--- config.mk ---
export PLATFORM = sky130hd
export DESIGN_NAME = mem_access_unit
export DESIGN_NICKNAME = d
export VERILOG_FILES = /design/src/rtl/cpu_types_pkg.sv /design/src/rtl/link_reg.sv /design/src/rtl/mem_access_unit.sv
export SDC_FILE = /design/constraint.sdc
export NUM_CORES = 1
export LEC_CHECK = 0
export ABC_AREA = 1
export CAP_MARGIN = 20
export CORE_MARGIN = 4
export CORE_UTILIZATION = 34
export DETAILED_ROUTE_END_ITERATION = 8
export PLACE_DENSITY = 0.84
export SLEW_MARGIN = 5
export SYNTH_ARGS = -nofsm -noshare
export SYNTH_HDL_FRONTEND = slang
export SYNTH_SLANG_ARGS = --single-unit
--- constraint.sdc ---
create_clock -name CLK -period 2.9 [get_ports CLK]
set_input_delay 0.87 -clock CLK [delete_from_list [all_inputs] [get_ports CLK]]
set_output_delay 0.87 -clock CLK [all_outputs]
set_load 0.05 [all_outputs]
--- src/rtl/cpu_types_pkg.sv ---
// Shared CPU types for the memory stage: data word and access-FSM states.
package cpu_types_pkg;

  typedef logic [31:0] word_t;

  typedef enum logic [1:0] {StIdle, StAccess, StHold} mau_state_t;

  function automatic word_t word_align(input word_t addr);
    return {addr[31:2], 2'b00};
  endfunction

endpackage

--- src/rtl/link_reg.sv ---
// Load-linked reservation: set by LL completion, cleared by SC completion or a
// matching invalidation (which also wins over a coincident LL to that address).
module link_reg
  import cpu_types_pkg::*;
(
  input  logic  CLK,
  input  logic  nRST,
  input  logic  ll_done,
  input  word_t ll_addr,
  input  logic  sc_done,
  input  logic  inv_valid,
  input  word_t inv_addr,
  output logic  link_valid,
  output word_t link_addr
);

  logic  valid_q, valid_d;
  word_t addr_q, addr_d;

  always_comb begin
    valid_d = valid_q;
    addr_d  = addr_q;
    if (ll_done) begin
      valid_d = 1'b1;
      addr_d  = ll_addr;
    end
    if (sc_done) valid_d = 1'b0;
    // Compare against the post-LL address so a same-cycle invalidate kills the new link.
    if (inv_valid && (inv_addr[31:2] == addr_d[31:2])) valid_d = 1'b0;
  end

  always_ff @(posedge CLK or negedge nRST) begin
    if (!nRST) begin
      valid_q <= 1'b0;
      addr_q  <= '0;
    end else begin
      valid_q <= valid_d;
      addr_q  <= addr_d;
    end
  end

  assign link_valid = valid_q;
  assign link_addr  = addr_q;

endmodule

--- src/rtl/mem_access_unit.sv ---
// MEM-stage data-cache access unit with load buffer and writeback mux.
// Optional LL/SC support is compiled in with macro LL_SC_EN.
module mem_access_unit
  import cpu_types_pkg::*;
(
  input  logic        CLK,
  input  logic        nRST,
  input  logic        dren_in,
  input  logic        dwen_in,
  input  logic        jal_s_in,
  input  logic        lui_in,
  input  logic        halt_in,
  input  word_t       alu_portOut_in,
  input  word_t       rdat2_in,
  input  word_t       pcplusfour_in,
  input  logic [15:0] imm_addr_in,
  input  logic        pipe_en,
  input  logic        dhit,
  input  word_t       dmemload,
`ifdef LL_SC_EN
  input  logic        ll_in,
  input  logic        sc_in,
  input  logic        inv_valid,
  input  word_t       inv_addr,
`endif
  output logic        dmemREN,
  output logic        dmemWEN,
  output word_t       dmemaddr,
  output word_t       dmemstore,
  output word_t       wdat_out,
  output logic        stall_for_data,
  output logic        misalign_err
);

  mau_state_t state_q, state_d;
  word_t      load_buf_q;
  word_t      addr_al, wdat;
  logic       op, is_read, req_raw, req, done, sc_block;

  assign op      = dren_in | dwen_in;
  assign is_read = dren_in;  // read wins when both enables are set
  assign addr_al = word_align(alu_portOut_in);

`ifdef LL_SC_EN
  logic  link_valid, sc_ok, sc_store;
  word_t link_addr;

  assign sc_store = sc_in & ~is_read;
  assign sc_ok    = link_valid & (link_addr == addr_al);
  assign sc_block = sc_store & ~sc_ok;

  link_reg u_link_reg (
    .CLK        (CLK),
    .nRST       (nRST),
    .ll_done    (done & is_read & ll_in),
    .ll_addr    (addr_al),
    .sc_done    (sc_store & (done | (sc_block & req_raw))),
    .inv_valid  (inv_valid),
    .inv_addr   (inv_addr),
    .link_valid (link_valid),
    .link_addr  (link_addr)
  );
`else
  assign sc_block = 1'b0;
`endif

  always_comb begin
    req_raw = 1'b0;
    unique case (state_q)
      StIdle:   req_raw = op & ~halt_in;
      StAccess: req_raw = op;
      StHold:   req_raw = 1'b0;
      default:  req_raw = 1'b0;
    endcase
  end

  assign req  = req_raw & ~sc_block;
  assign done = req & dhit;

  always_ff @(posedge CLK or negedge nRST) begin
    if (!nRST) state_q <= StIdle;
    else       state_q <= state_d;
  end

  always_comb begin
    state_d = state_q;
    unique case (state_q)
      StIdle, StAccess: begin
        if (req) state_d = dhit ? (pipe_en ? StIdle : StHold) : StAccess;
        else     state_d = StIdle;
      end
      StHold:  if (pipe_en) state_d = StIdle;
      default: state_d = StIdle;
    endcase
  end

  always_ff @(posedge CLK or negedge nRST) begin
    if (!nRST) begin
      load_buf_q <= '0;
    end else if (done && is_read) begin
      load_buf_q <= dmemload;
`ifdef LL_SC_EN
    end else if (done && sc_store) begin
      load_buf_q <= 32'd1;
`endif
    end
  end

  always_comb begin
    wdat = alu_portOut_in;
    if (jal_s_in)                              wdat = pcplusfour_in;
    else if (lui_in)                           wdat = {imm_addr_in, 16'h0000};
`ifdef LL_SC_EN
    else if (sc_store)                         wdat = (state_q == StHold) ? load_buf_q
                                                                          : {31'b0, sc_ok & req};
`endif
    else if ((state_q == StHold) && is_read)   wdat = load_buf_q;
    else if (done && is_read)                  wdat = dmemload;
  end

  // Outputs are forced low while reset is held, independent of the inputs.
  assign dmemREN        = nRST & req & is_read;
  assign dmemWEN        = nRST & req & dwen_in & ~is_read;
  assign stall_for_data = nRST & req & ~dhit;
  assign misalign_err   = nRST & req & (alu_portOut_in[1:0] != 2'b00);
  assign dmemaddr       = nRST ? addr_al : '0;
  assign dmemstore      = nRST ? rdat2_in : '0;
  assign wdat_out       = nRST ? wdat : '0;

endmodule

==> results of run 1 <==
## cells in the final DEF, fill, tap and decap left out, types with 2 or more instances in the layout
| cell | synthesis | layout |
|---|---|---|
| buf_2 | 12 | 2 |
| buf_12 | 0 | 105 |
| nand2_1 | 148 | 117 |
| nor2_1 | 5 | 2 |
| nor2_2 | 1 | 3 |
| o21ai_2 | 0 | 2 |
| o221ai_2 | 0 | 3 |
| o21ai_0 | 49 | 39 |
| buf_6 | 5 | 14 |
| nor2_4 | 4 | 5 |
| o21ai_1 | 0 | 8 |
| nand3_2 | 0 | 7 |
| nand2_4 | 0 | 3 |
| inv_1 | 130 | 129 |
| conb_1 | 1 | 2 |
| a21oi_2 | 0 | 9 |
| a21oi_4 | 0 | 32 |
| clkbuf_8 | 0 | 6 |
| inv_2 | 3 | 2 |
| dfrtp_1 | 34 | 34 |
| clkbuf_16 | 0 | 3 |
| nand4_4 | 1 | 2 |
| buf_8 | 0 | 3 |
| buf_16 | 0 | 2 |
| o211ai_1 | 16 | 16 |
| buf_4 | 6 | 39 |
| a21oi_1 | 48 | 7 |
| nand2_2 | 0 | 28 |
| clkdlybuf4s50_1 | 0 | 145 |
| o221ai_1 | 16 | 13 |
| nand3_1 | 16 | 9 |
| nand4_1 | 16 | 16 |
## what timing repair did
action	in CTS	in global routing
endpoints found under the setup margin	36	36
pin swaps	16	26
gates cloned	4	3
buffers inserted	5	12
resized for setup	74	44
hold endpoints to repair	0	0
## where the power goes
part | internal (mW) | leakage, nW | switching (mW) | total, mW
clock network | 0.183 | 0.0431 | 0.166 | 0.349
registers | 0.590 | 0.419 | 0.0364 | 0.626
logic | 0.735 | 3.44 | 0.852 | 1.59
## state kept, by name, indices dropped and copies added (netlist names)
register and count:
load_buf_q 32, state_q 2
## metal layers
| layer | part of all wire (%) | GRT usage, % | vias up | wire length (µm) |
|---|---|---|---|---|
| li1 | - | - | 2224 | - |
| met1 | 32 | 31.98 | 2394 | 6135 |
| met2 | 56 | 63.79 | 321 | 10770 |
| met3 | 8.8 | 7.511 | 60 | 1691 |
| met4 | 3.7 | 8.927 | 0 | 717 |
| met5 | 0 | 0 | - | 0 |
## metrics by stage
| step | power (mW) | instances |
|---|---|---|
| 5_1_grt | 2.681 | 921 |
| 2_1_floorplan | 1.317 | 531 |
| 3_5_place_dp | 2.067 | 891 |
| 3_3_place_gp | 2.014 | 891 |
| 6_report | 2.563 | 921 |
| 4_1_cts | 2.463 | 906 |
## worst max-delay path: cells and delay by family
family                 cells  cell delay, ps
AOI/OAI and AO/OA          2             360
buffers and inverters      5             670
and+or+nand+nor            3             270
## cell type report
class                   instances  area share (%)
flip-flops and latches         34           10.70
repair buffers                314           52.79
clock buffers                   6           1.039
well taps                     108           1.699
inverters                     134           6.420
multi-input cells             325           27.35
## how the worst min path moves through the flow
stage	cells past startpoint	endpoint	slack, ps	start
6_report	1	load_buf_q[5]	440	nRST
5_1_grt	1	load_buf_q[5]	440	nRST
4_1_cts	1	load_buf_q[5]	440	nRST
3_5_place_dp	2	load_buf_q[28]	530	load_buf_q[28]
3_3_place_gp	2	load_buf_q[18]	520	load_buf_q[18]
2_1_floorplan	2	load_buf_q[16]	500	load_buf_q[16]
## cell families after synthesis
logic type	synth area share, %
DFF	26.89
buffers and inverters	22.89
other	0.1185
AOI/OAI and AO/OA	23.57
and+or+nand+nor	26.53
==> flow_summary.json, run 1 <==
{
  "clockRootBuffer": "clkbuf_8",
  "grt_pass1_wl_mm": 27.81,
  "clk_path_buf_depth": 2,
  "clk_latency_ps": 280,
  "dp_slack_ps": -563.1,
  "htreeDepth": 2,
  "ant_nets": 0,
  "synth_area_um2": 3164,
  "reg2reg_from": "state_q[0]",
  "synth_most_common_cell": "nand2_1",
  "fin_crit_sh_pct": 105.0,
  "seq_area_um2": 850.8,
  "synth_area_per_cell_um2": 5.970,
  "ys.warnings.count": 0,
  "clock_skew_ps": 4.659,
  "cts_hold_buf": 0,
  "ys_types": 23,
  "drv_slew": 0,
  "hold_viol": 0,
  "drt-pass1-iter-count": 5,
  "critPathLaunchType": "input port",
  "reg2reg_depth": 10,
  "slowest_stage": "a21oi_4",
  "arrival_ps": 2170,
  "postPlaceCellArea_um2": 7308,
  "cp_data_required_time_ps": 2030,
  "synthFlopType": "dfrtp_1",
  "hp-class": "input port to async pin",
  "setup_viol": 33,
  "grt_max_degree": 26,
  "cts_tree": "yes",
  "numCtsBuffers": 5,
  "crit_type": "input port to primary output",
  "multi_input_area_um2": 2175,
  "synth_edf_count": 0,
  "nets": 967,
  "coreArea_um2": 8891,
  "path_clk_slew_ps": 70,
  "violations": "setup timing",
  "critical_path.max_stage_delay_ps": 230,
  "row_count": 34,
  "p_leak_nw": 3.898,
  "outcome": "finished with violations",
  "totalWireLength_mm": 19.31,
  "wl_per_cell_um": 20.97,
  "synth_top_area_cell": "dfrtp_1",
  "ys_ff_latch": 34,
  "syn2layout_area_growth_pct": 151.3,
  "rsz0062_at_grt": "true",
  "post-route-util_pct": 89.43,
  "cp_max_fo": 5,
  "finalCriticalPeriod_ps": 3045,
  "first_global_vias": 5356,
  "timing.fmax_ghz": 0.3284,
  "tns_ps": -2827,
  "place_congestion": 0.8524,
  "endpoint": "wdat_out[26]",
  "n_fill_cell": 368,
  "drive_gt1_share_pct": 33.58,
  "drcViolationCount": 0,
  "setup_slack_ps": -144.7,
  "synth.yosys.seq_area_share_pct": 26.89,
  "port_buffers": 250,
  "stdcell_area_um2": 7951,
  "reg2reg_slack_ps": 1180,
  "drtIter0Drc": 349,
  "powerDensity_nw_per_um2": 322.4,
  "initial_core_util_pct": 35.59,
  "synthArstFlopShare_pct": 100.0,
  "synth_cells": 530,
  "crit_chain": "buf_6 > nand2_4 > buf_6 > nand4_4 > buf_12 > buf_8 > nand2_4 > o211ai_1 > a21oi_4 > buf_12",
  "crit_start": "halt_in",
  "dpl.hpwl_mm": 13.76,
  "synth_top_area_share_pct": 26.89,
  "dieHeight_um": 104.5,
  "die-area_um2": 10910,
  "synth_commonest_cells": "nand2_1, inv_1, o21ai_0",
  "synthTopCellsByArea": "dfrtp_1, nand2_1, inv_1",
  "grt_overflow": 0,
  "antennaDiodeCount": 0,
  "timing.hold.ws_ps": 442.5,
  "viasPerCell": 5.428,
  "grt_use_total_pct": 31.79,
  "routed-via-count": 4999,
  "die_w_um": 104.5,
  "antenna_found_initial": 0,
  "reg2reg_to": "load_buf_q[27]",
  "clock_sinks": 34,
  "endpoint_kind": "primary output",
  "peakVddDrop_mv": 0.2011,
  "ios": 253,
  "cap_violations": 0
}
No activity file was read; power rests on OpenSTA's default activity.
==> run 2: changes to the inputs <==
--- a/config.mk
+++ b/config.mk
@@ -9,6 +9,7 @@
 export CAP_MARGIN = 20
 export CORE_MARGIN = 4
 export CORE_UTILIZATION = 34
+export CTS_CLUSTER_DIAMETER = 100
 export DETAILED_ROUTE_END_ITERATION = 8
 export PLACE_DENSITY = 0.84
 export SLEW_MARGIN = 5
==> results of run 2 <==
Same layout as run 1: the final DEF is identical, and so are final timing and power.
==> run 3: changes to the inputs <==
==> constraint.sdc (replaced) <==
create_clock -name CLK -period 3.13 [get_ports CLK]
set_input_delay 0.939 -clock CLK [delete_from_list [all_inputs] [get_ports CLK]]
set_output_delay 0.939 -clock CLK [all_outputs]
set_load 0.05 [all_outputs]
==> flow_summary.json, run 3 (synthesis results as in run 1) <==
{
  "place_congestion": 0.8827,
  "die-area_um2": 10910,
  "hp-class": "input port to async pin",
  "arrival_ps": 2210,
  "drv_slew": 0,
  "largest_reg_flops": 32,
  "antennaDiodeCount": 0,
  "mostFrequentLayoutCells": "clkdlybuf4s50_1, nand2_1, inv_1, buf_12, o21ai_0",
  "largestRegisters": "load_buf_q x32, state_q x2",
  "fin_crit_sh_pct": 100.7,
  "crit_type": "input port to primary output",
  "peakVddDrop_mv": 0.1592,
  "viasPerCell": 5.311,
  "clockRootBuffer": "clkbuf_8",
  "dp.cells": 885,
  "hold_viol": 0,
  "critPathLaunchType": "input port",
  "grt_use_total_pct": 29.81,
  "p_comb_share_pct": 60.4,
  "rsz0062_at_grt": "true",
  "clock_sinks": 34,
  "violations": "setup timing",
  "drtIter0Drc": 275,
  "drt-pass1-iter-count": 5,
  "syn2layout_area_growth_pct": 137.7,
  "numCtsBuffers": 5,
  "endpoint_kind": "primary output",
  "cp_max_fo": 6,
  "coreArea_um2": 8891,
  "ios": 253,
  "dp_slack_ps": -443.4,
  "p_leak_nw": 3.732,
  "outcome": "finished with violations",
  "nets": 947,
  "grt_overflow": 0,
  "seq_power_share_pct": 25.4,
  "cp_data_required_time_ps": 2190,
  "clk_path_buf_depth": 2,
  "dpl.hpwl_mm": 13.58,
  "final_common_cell": "clkdlybuf4s50_1",
  "wl_per_cell_um": 18.83,
  "instances_no_fill": 901,
  "swShare_pct": 40.71,
  "path_clk_slew_ps": 60,
  "grt_max_degree": 29,
  "setup_viol": 1,
  "regMostFlops": "load_buf_q",
  "die_w_um": 104.5,
  "drive_gt1_share_pct": 29.63,
  "n_fill_cell": 491,
  "clk_latency_ps": 290,
  "powerDensity_nw_per_um2": 303.0,
  "routed-via-count": 4785,
  "row_count": 34,
  "clock_skew_ps": 11.05,
  "first_global_vias": 5203,
  "timing.fmax_ghz": 0.3171,
  "port_buffers": 250,
  "cts_tree": "yes",
  "totalWireLength_mm": 16.96,
  "ant_nets": 0,
  "power.total_mw": 2.279,
  "p_clk_share_pct": 14.2,
  "grt_pass1_wl_mm": 25.98,
  "antenna_found_initial": 0,
  "cap_violations": 0,
  "dieHeight_um": 104.5,
  "htreeDepth": 2,
  "finalCriticalPeriod_ps": 3153,
  "initial_core_util_pct": 35.59,
  "drcViolationCount": 0,
  "p_int_mw": 1.351,
  "p_switching_uw": 927.8,
  "setup_slack_ps": -23.46
}
-- run 3: changes by cell type in the layout (fill, tap and decap cells not counted), sizes merged --
cell         delta
dlygate4sd2     -1
clkbuf          -1
nand4           -1
buf            -17
-- run 3: power by group through the flow --
stage | Sequential, mW | Combinational [mW] | Clock [mW]
2_1_floorplan | 0.575 | 0.632 | 0
5_1_grt | 0.588 | 1.45 | 0.347
6_report | 0.579 | 1.38 | 0.324
4_1_cts | 0.579 | 1.35 | 0.323
3_3_place_gp | 0.581 | 1.27 | 0
3_5_place_dp | 0.587 | 1.31 | 0
-- run 3: worst max-delay path: stages --
cell	delay, ps
buf_6	100
nand2_4	60
nand2_4	60
nor2_4	180
buf_12	140
nand4_1	200
nand3_2	150
nand2_2	70
a21oi_4	160
buf_12	150
-- run 3: final timing paths --
| kind | depth (start not counted) | endpoint | start | slack, ps |
|---|---|---|---|---|
| worst max-delay path | 10 | wdat_out[7] | halt_in | -20 |
| worst min-delay path | 1 | load_buf_q[30] | nRST | 540 |
| worst max register to register | 8 | load_buf_q[11] | state_q[0] | 1530 |
| worst min register to register | 2 | load_buf_q[26] | load_buf_q[26] | 540 |
| max in group asynchronous | 3 | load_buf_q[14] | nRST | 1960 |
| min in group CLK | 2 | load_buf_q[26] | load_buf_q[26] | 540 |
-- run 3: metal layers --
layer | share of wire, % | up-vias | GRT usage (%)
li1 | - | 2188 | -
met1 | 33 | 2222 | 29.43
met2 | 53 | 285 | 55.86
met3 | 7.4 | 90 | 6.890
met4 | 6.8 | 0 | 18.14
met5 | 0 | - | 0
-- run 3: through the flow --
stage	utilization [%]	area, µm²	hold WS (ps)	TNS [ps]
floorplan	-	3462	501.5	-364.3
global route	84.60	7522	531.0	-194.0
finish	84.60	7522	537.6	-23.46
global placement	80.90	7193	515.2	-12300
CTS	83.72	7443	537.3	0
detailed placement	80.90	7193	523.4	-13590
-- run 3: area by class of cell --
cell class	count	area (µm²)	area share (%)
multi-input cells	324	2043	27.16
clock buffers	6	82.58	1.098
repair buffers	295	3904	51.90
flip-flops and latches	34	850.8	11.31
inverters	134	506.7	6.737
well taps	108	135.1	1.796
-- run 3: timing repair --
| action | 4_1_cts | 5_1_grt |
|---|---|---|
| pin swaps | 22 | 21 |
| resized for setup | 46 | 28 |
| buffers inserted | 7 | 3 |
| gates cloned | 1 | 0 |
| endpoints found under the setup margin | 36 | 32 |
| hold buffers | 0 | 0 |
